**config.mk**
```make
export PLATFORM = sky130hd
export DESIGN_NAME = pig_hit_scheduler
export DESIGN_NICKNAME = d
export VERILOG_FILES = /design/src/rtl/pig_hit_scheduler.sv
export SDC_FILE = /design/constraint.sdc
export NUM_CORES = 1
export LEC_CHECK = 0
export ABC_AREA = 1
export CORE_UTILIZATION = 56
export CTS_BUF_LIST = sky130_fd_sc_hd__clkbuf_16
export DETAILED_ROUTE_END_ITERATION = 10
export DONT_BUFFER_PORTS = 1
export PLACE_DENSITY = 0.78
export SYNTH_ARGS = -nofsm -noshare
export SYNTH_HDL_FRONTEND = slang
export SYNTH_SLANG_ARGS = --single-unit
```
**constraint.sdc**
```tcl
create_clock -name clk -period 1.4 [get_ports clk]
set_input_delay 0.28 -clock clk [delete_from_list [all_inputs] [get_ports clk]]
set_output_delay 0.28 -clock clk [all_outputs]
set_load 0.05 [all_outputs]
```
**src/rtl/pig_hit_scheduler.sv**
```systemverilog
// Per-frame collision scheduler for the pig objects.
// Scan phase records the first bird/pig overlap per live pig; at vsync the
// recorded hits are resolved one pig per cycle into impulse, HP and score.
module pig_hit_scheduler #(
    parameter int unsigned NUM_PIGS  = 3,
    parameter logic [16:0] FORCE_MAG = 17'd192,
    parameter logic [1:0]  PIG_HP    = 2'd2,
    parameter logic [2:0]  COOLDOWN  = 3'd4
) (
    input  logic                    clk,
    input  logic                    rst,
    input  logic                    vsync,
    input  logic                    bird,
    input  logic [NUM_PIGS-1:0]     pig,
    input  logic [4*NUM_PIGS-1:0]   pig_dir,
    input  logic [16:0]             bird_vx,
    input  logic [16:0]             bird_vy,
    output logic [17*NUM_PIGS-1:0]  pig_force_x,
    output logic [17*NUM_PIGS-1:0]  pig_force_y,
    output logic [NUM_PIGS-1:0]     pig_alive,
    output logic [7:0]              score,
    output logic                    level_clear,
    output logic                    overrun
);

    localparam int unsigned IDX_W = (NUM_PIGS > 1) ? $clog2(NUM_PIGS) : 1;

    typedef enum logic {
        S_SCAN,
        S_RESOLVE
    } state_e;

    state_e                    state_q, state_d;
    logic [IDX_W-1:0]          idx_q, idx_d;
    logic [NUM_PIGS-1:0]       hit_acc_q, hit_acc_d;
    logic [4*NUM_PIGS-1:0]     dir_acc_q, dir_acc_d;
    logic [NUM_PIGS-1:0]       hit_lat_q, hit_lat_d;
    logic [4*NUM_PIGS-1:0]     dir_lat_q, dir_lat_d;
    logic [NUM_PIGS-1:0][1:0]  hp_q, hp_d;
    logic [NUM_PIGS-1:0][2:0]  cd_q, cd_d;
    logic [NUM_PIGS-1:0]       alive_q, alive_d;
    logic [7:0]                score_q, score_d;
    logic                      level_clear_q, level_clear_d;
    logic                      overrun_q, overrun_d;
    logic [17*NUM_PIGS-1:0]    fx_q, fx_d;
    logic [17*NUM_PIGS-1:0]    fy_q, fy_d;

    logic [16:0] half_vx, half_vy, neg_mag;

    // Arithmetic halving of the bird velocity and the negated lateral impulse
    always_comb begin
        half_vx = {bird_vx[16], bird_vx[16:1]};
        half_vy = {bird_vy[16], bird_vy[16:1]};
        neg_mag = (~FORCE_MAG) + 17'd1;
    end

    // Next-state logic: vsync latch/clear, scan accumulation, serial resolve
    always_comb begin
        state_d       = state_q;
        idx_d         = idx_q;
        hit_acc_d     = hit_acc_q;
        dir_acc_d     = dir_acc_q;
        hit_lat_d     = hit_lat_q;
        dir_lat_d     = dir_lat_q;
        hp_d          = hp_q;
        cd_d          = cd_q;
        alive_d       = alive_q;
        score_d       = score_q;
        overrun_d     = overrun_q;
        fx_d          = fx_q;
        fy_d          = fy_q;
        level_clear_d = (alive_q == '0);

        if (vsync) begin
            // Forces drop to zero on the same edge the pigs sample them,
            // so each impulse is consumed at exactly one vsync.
            fx_d      = '0;
            fy_d      = '0;
            hit_lat_d = hit_acc_q;
            dir_lat_d = dir_acc_q;
            hit_acc_d = '0;
            dir_acc_d = '0;
            for (int unsigned i = 0; i < NUM_PIGS; i++) begin
                if (cd_q[i] != 3'd0) begin
                    cd_d[i] = cd_q[i] - 3'd1;
                end
            end
            if (state_q == S_RESOLVE) begin
                overrun_d = 1'b1;
            end
            state_d = S_RESOLVE;
            idx_d   = '0;
        end else begin
            for (int unsigned i = 0; i < NUM_PIGS; i++) begin
                if (bird && pig[i] && alive_q[i] && (cd_q[i] == 3'd0) && !hit_acc_q[i]) begin
                    hit_acc_d[i]         = 1'b1;
                    dir_acc_d[4*i +: 4]  = pig_dir[4*i +: 4];
                end
            end
            if (state_q == S_RESOLVE) begin
                for (int unsigned i = 0; i < NUM_PIGS; i++) begin
                    if ((idx_q == IDX_W'(i)) && hit_lat_q[i] && alive_q[i]) begin
                        fx_d[17*i +: 17] = dir_lat_q[4*i+3] ? half_vx
                                         : (dir_lat_q[4*i+1] ? neg_mag : FORCE_MAG);
                        fy_d[17*i +: 17] = dir_lat_q[4*i+2] ? half_vy
                                         : (dir_lat_q[4*i+0] ? neg_mag : FORCE_MAG);
                        hp_d[i] = hp_q[i] - 2'd1;
                        cd_d[i] = COOLDOWN;
                        if (hp_q[i] == 2'd1) begin
                            alive_d[i] = 1'b0;
                            if (score_q != 8'hFF) begin
                                score_d = score_q + 8'd1;
                            end
                        end
                    end
                end
                if (idx_q == IDX_W'(NUM_PIGS - 1)) begin
                    state_d = S_SCAN;
                    idx_d   = '0;
                end else begin
                    idx_d = idx_q + IDX_W'(1);
                end
            end
        end
    end

    // State registers with synchronous reset
    always_ff @(posedge clk) begin
        if (rst) begin
            state_q       <= S_SCAN;
            idx_q         <= '0;
            hit_acc_q     <= '0;
            dir_acc_q     <= '0;
            hit_lat_q     <= '0;
            dir_lat_q     <= '0;
            for (int unsigned i = 0; i < NUM_PIGS; i++) begin
                hp_q[i] <= PIG_HP;
                cd_q[i] <= 3'd0;
            end
            alive_q       <= '1;
            score_q       <= '0;
            level_clear_q <= 1'b0;
            overrun_q     <= 1'b0;
            fx_q          <= '0;
            fy_q          <= '0;
        end else begin
            state_q       <= state_d;
            idx_q         <= idx_d;
            hit_acc_q     <= hit_acc_d;
            dir_acc_q     <= dir_acc_d;
            hit_lat_q     <= hit_lat_d;
            dir_lat_q     <= dir_lat_d;
            hp_q          <= hp_d;
            cd_q          <= cd_d;
            alive_q       <= alive_d;
            score_q       <= score_d;
            level_clear_q <= level_clear_d;
            overrun_q     <= overrun_d;
            fx_q          <= fx_d;
            fy_q          <= fy_d;
        end
    end

    assign pig_force_x = fx_q;
    assign pig_force_y = fy_q;
    assign pig_alive   = alive_q;
    assign score       = score_q;
    assign level_clear = level_clear_q;
    assign overrun     = overrun_q;

endmodule

```
==> impl_metrics.yaml <==
finish:
  diode_count: 0
  layout-area-overhead-vs-synth_pct: 42.53
  post-route-cell-area_um2: 8851
  fin_util: 0.8165
  drive_above_1_share: 0.3079
  fillers: 600
  layout.nets: 982
power_and_ir_drop:
  power_density_nw_per_um2: 1243
  p_leak_nw: 3.534
  power_frac_clock: 0.418
  power.share.combinational: 0.147
  p_switching_mw: 2.991
  vdd_ir_drop_max_uv: 1164
  seqPwrFrac: 0.435
  internal_power_component_mw: 8.011
  switching_share: 0.2719
floorplan:
  core_region_area_um2: 10840
  placementRows: 38
  boundaryPins: 168
  dieWidth_um: 107.3
  start_util: 0.5728
  floorplan.die.height_um: 107.3
  die_area_um2: 11510
critical_path:
  critical_path_peak_fanout: 6
  largest_incremental_delay_on_the_critical_path_ps: 350
  ff2ff_path_depth: 9
  critical_path.endpoint_type: "register"
  worst_ep_required_time_ps: 1750
  timing.critical_path.depth: 9
  timing.rr.end: "pig_force_x[36]"
  cp_slowest_cell: "sky130_fd_sc_hd__dfxtp_2"
  reg2reg_setup_slack_ps: -170
  worst_setup_path_start_kind: "register"
  timing.rr.start: "idx_q[1]"
  worst_ep_arrival_time_ps: 1920
  crit_chain: "inv_2 > nor2_4 > inv_2 > nor3_4 > buf_12 > buf_12 > buf_16 > nand3_1 > a21oi_1"
  path_class: "reg2reg"
  cp_num_buf_inv: 5
  cell_family_with_most_cp_delay: "buffers and inverters"
timing:
  report.final.setup_viol: 90
  finalCriticalPeriod_ps: 1574
  setup_repair_after_global_routing_missed_its_margin: "true"
  setup_ws_ps: -174.0
  maxClockFrequency_mhz: 635.3
  report.final.slew_viol_count: 0
  max-slew-margin-rel: 0.4450
  fin_skew_ps: 17.60
  finalHoldViolations: 3
  worst_pin_slew_ps: 831.3
  finalCritPeriodShare: 1.124
  timing.hold.ws_ps: -5.024
routing:
  vias_per_cell: 6.187
  starting_drc_count_in_detailed_routing: 875
  postRouteAntennaNets: 0
  drt_wl_total_mm: 22.41
  route.detailed.drc: 0
  drtPass1Iterations: 6
  detail_route.wl_per_cell_um: 20.90
  detailroute.via_count: 6632
synthesis:
  synthArstFlopShare: 0
  post-synth-top-area-cell: "sky130_fd_sc_hd__dfxtp_1"
  register_area_share_after_synthesis: 0.5061
  synth_simple_gate_area_share: 0.1761
  netlist_top_cells_area: "sky130_fd_sc_hd__dfxtp_1, sky130_fd_sc_hd__a21oi_1, sky130_fd_sc_hd__o21ai_0"
  synth-compound-area-share: 0.2148
  synth_nets: 868
  main_combinational_cell_family_by_area_after_synthesis: "compound AO/OA/AOI/OAI gates"
  syn-cell-area_um2: 6210
  ys_warn_count: 0
  muxShareOfSynthArea: 0
  synth-main-ff-cell: "sky130_fd_sc_hd__dfxtp_1"
  synth_xor_area_frac: 0.005642
  synthAdderAreaFrac: 0.02015
  synthesis.instances: 805
  synth_top_area_frac: 0.5061
  syn_area_per_cell_um2: 7.714
  yosysUniqueCellTypes: 26
  synth_edf_count: 0
  flip_flop_and_latch_count_after_synthesis: 157
worst_hold_path:
  hp-class: "in2reg"
  destination_of_the_worst_hold_path: "pig_force_y[2]"
  min_path_cells: 2
  hold_path_startpoint: "bird_vy[3]"
clocking:
  numCtsBuffers: 17
  path_clk_slew_ps: 60
  cts.sinks: 157
  ctsRootBufferMaster: "sky130_fd_sc_hd__clkbuf_16"
  clk_path_buf_depth: 2
  htree_num_levels: 4
  clk_latency_ps: 440
  tritoncts: "built"
global_route:
  number_of_global_route_vias_before_repair: 5928
  globalRouteTotalUtil: 0.3276
  antenna_violations_before_repair: 0
  grt_start_max_net_pins: 69
  total_grt_overflow: 0
  grt_first_pass_wirelength_mm: 29.01
run_status:
  violations_in_the_final_reports: "hold timing, setup timing"
  run_status: "finished with violations"
placed_design:
  buffer_ports.inserted: 0
  globalplace.congestion: 0.8517
  pre_cts_slack_ps: -131.7
  dpl.hpwl_mm: 11.95
  postPlaceCellArea_um2: 7027
run:
  drv.max_cap_violation_count: 0
## placed cells by master, fill, tap and decap left out, types with 3 or more instances in the layout
cell,n
sky130_fd_sc_hd__nand3_4,9
sky130_fd_sc_hd__nand2_2,6
sky130_fd_sc_hd__buf_4,106
sky130_fd_sc_hd__clkinv_1,5
sky130_fd_sc_hd__nor2_2,5
sky130_fd_sc_hd__nand4_1,6
sky130_fd_sc_hd__clkinv_2,3
sky130_fd_sc_hd__clkinvlp_4,5
sky130_fd_sc_hd__nor2_1,66
sky130_fd_sc_hd__inv_2,7
sky130_fd_sc_hd__nand3_1,39
sky130_fd_sc_hd__dfxtp_2,13
sky130_fd_sc_hd__a31oi_2,4
sky130_fd_sc_hd__a31oi_1,18
sky130_fd_sc_hd__o21ai_1,16
sky130_fd_sc_hd__buf_8,4
sky130_fd_sc_hd__dfxtp_1,139
sky130_fd_sc_hd__buf_6,11
sky130_fd_sc_hd__clkbuf_16,27
sky130_fd_sc_hd__inv_1,50
sky130_fd_sc_hd__o21ai_0,58
sky130_fd_sc_hd__a21oi_1,125
sky130_fd_sc_hd__nand3_2,13
sky130_fd_sc_hd__o21ai_4,3
sky130_fd_sc_hd__nand2_1,97
sky130_fd_sc_hd__buf_12,11
sky130_fd_sc_hd__and3_1,3
sky130_fd_sc_hd__a21oi_2,11
sky130_fd_sc_hd__dfxtp_4,5
sky130_fd_sc_hd__buf_16,4
sky130_fd_sc_hd__nand2_4,5
sky130_fd_sc_hd__nor2_4,7
sky130_fd_sc_hd__bufinv_16,3
sky130_fd_sc_hd__o21ai_2,17
sky130_fd_sc_hd__ha_1,8
sky130_fd_sc_hd__dlygate4sd3_1,4
## cell families after synthesis
kind of cell,Yosys count
compound gates,258
xor+xnor,4
fa+ha+maj,10
buf+inv,117
flops,157
simple gates,259
## final cells by class
type / count / area, um^2 / area share
multi-input combinational: 531 / 3057 / 0.3453
sequential: 157 / 3178 / 0.3591
timing repair buffer: 150 / 1600 / 0.1808
clock buffer: 17 / 425.4 / 0.04806
tap: 140 / 175.2 / 0.01979
timing repair inverter: 1 / 7.507 / 0.0008482
clock inverter: 15 / 152.6 / 0.01725
inverter: 61 / 255.2 / 0.02884
## synth_stat cells, types with 3 or more instances
cell / count
sky130_fd_sc_hd__dfxtp_1: 157
sky130_fd_sc_hd__a21oi_1: 136
sky130_fd_sc_hd__nand2_1: 108
sky130_fd_sc_hd__o21ai_0: 94
sky130_fd_sc_hd__nor2_1: 78
sky130_fd_sc_hd__nand3_1: 60
sky130_fd_sc_hd__inv_1: 58
sky130_fd_sc_hd__clkbuf_1: 35
sky130_fd_sc_hd__a31oi_1: 22
sky130_fd_sc_hd__buf_2: 13
sky130_fd_sc_hd__ha_1: 10
sky130_fd_sc_hd__buf_4: 6
sky130_fd_sc_hd__nand4_1: 6
sky130_fd_sc_hd__and3_1: 3
sky130_fd_sc_hd__inv_2: 3
## stage by stage
step           instances  hold WS (ps)  power (mW)  TNS [ps]
2_1_floorplan        805         406.9       5.791    -43.94
3_3_place_gp         993         352.9       6.049    -679.2
3_5_place_dp         993         355.4       6.157     -4545
4_1_cts             1041         3.380       10.67    -30.22
5_1_grt             1072        -3.489       11.41     -9413
6_report            1072        -5.024       11.00     -5362
## power groups by stage
stage	clock network (mW)	logic, mW	registers, mW
floorplan	0	0.912	4.88
global placement	0	1.20	4.85
detailed placement	0	1.29	4.87
CTS	4.55	1.34	4.77
global route	4.83	1.78	4.80
finish	4.59	1.62	4.79
## worst max path at each step
stage	startpoint	to
after global placement	idx_q[1]	pig_force_y[37]
after global routing	idx_q[1]	pig_force_x[35]
after floorplan	score[0]	score[0]
final	idx_q[1]	pig_force_x[36]
after detailed placement	idx_q[0]	cd_q[3]
after CTS	idx_q[1]	pig_force_x[40]
## routing by layer
layer,GRT usage,up-vias,part of all wire
met5,0,-,0
li1,-,2945,-
met2,0.5576,479,0.49
met3,0.09806,125,0.10
met1,0.3709,3083,0.35
met4,0.1673,0,0.060
## registers in the layout, summed over array words and instances (netlist names), 6 cells and up
name         cells
pig_force_y     48
pig_force_x     48
cd_q             9
dir_acc_q       12
hp_q             6
dir_lat_q       12
score            8
## repair_timing
item,in CTS,in global routing
hold buffers,2,2
resized for setup,37,147
cloned,5,13
setup endpoints to repair,108,120
hold endpoints to repair,13,2
buffers inserted,9,19
pin swaps,3,28
Note: power is estimated with default switching activity, not from simulation.
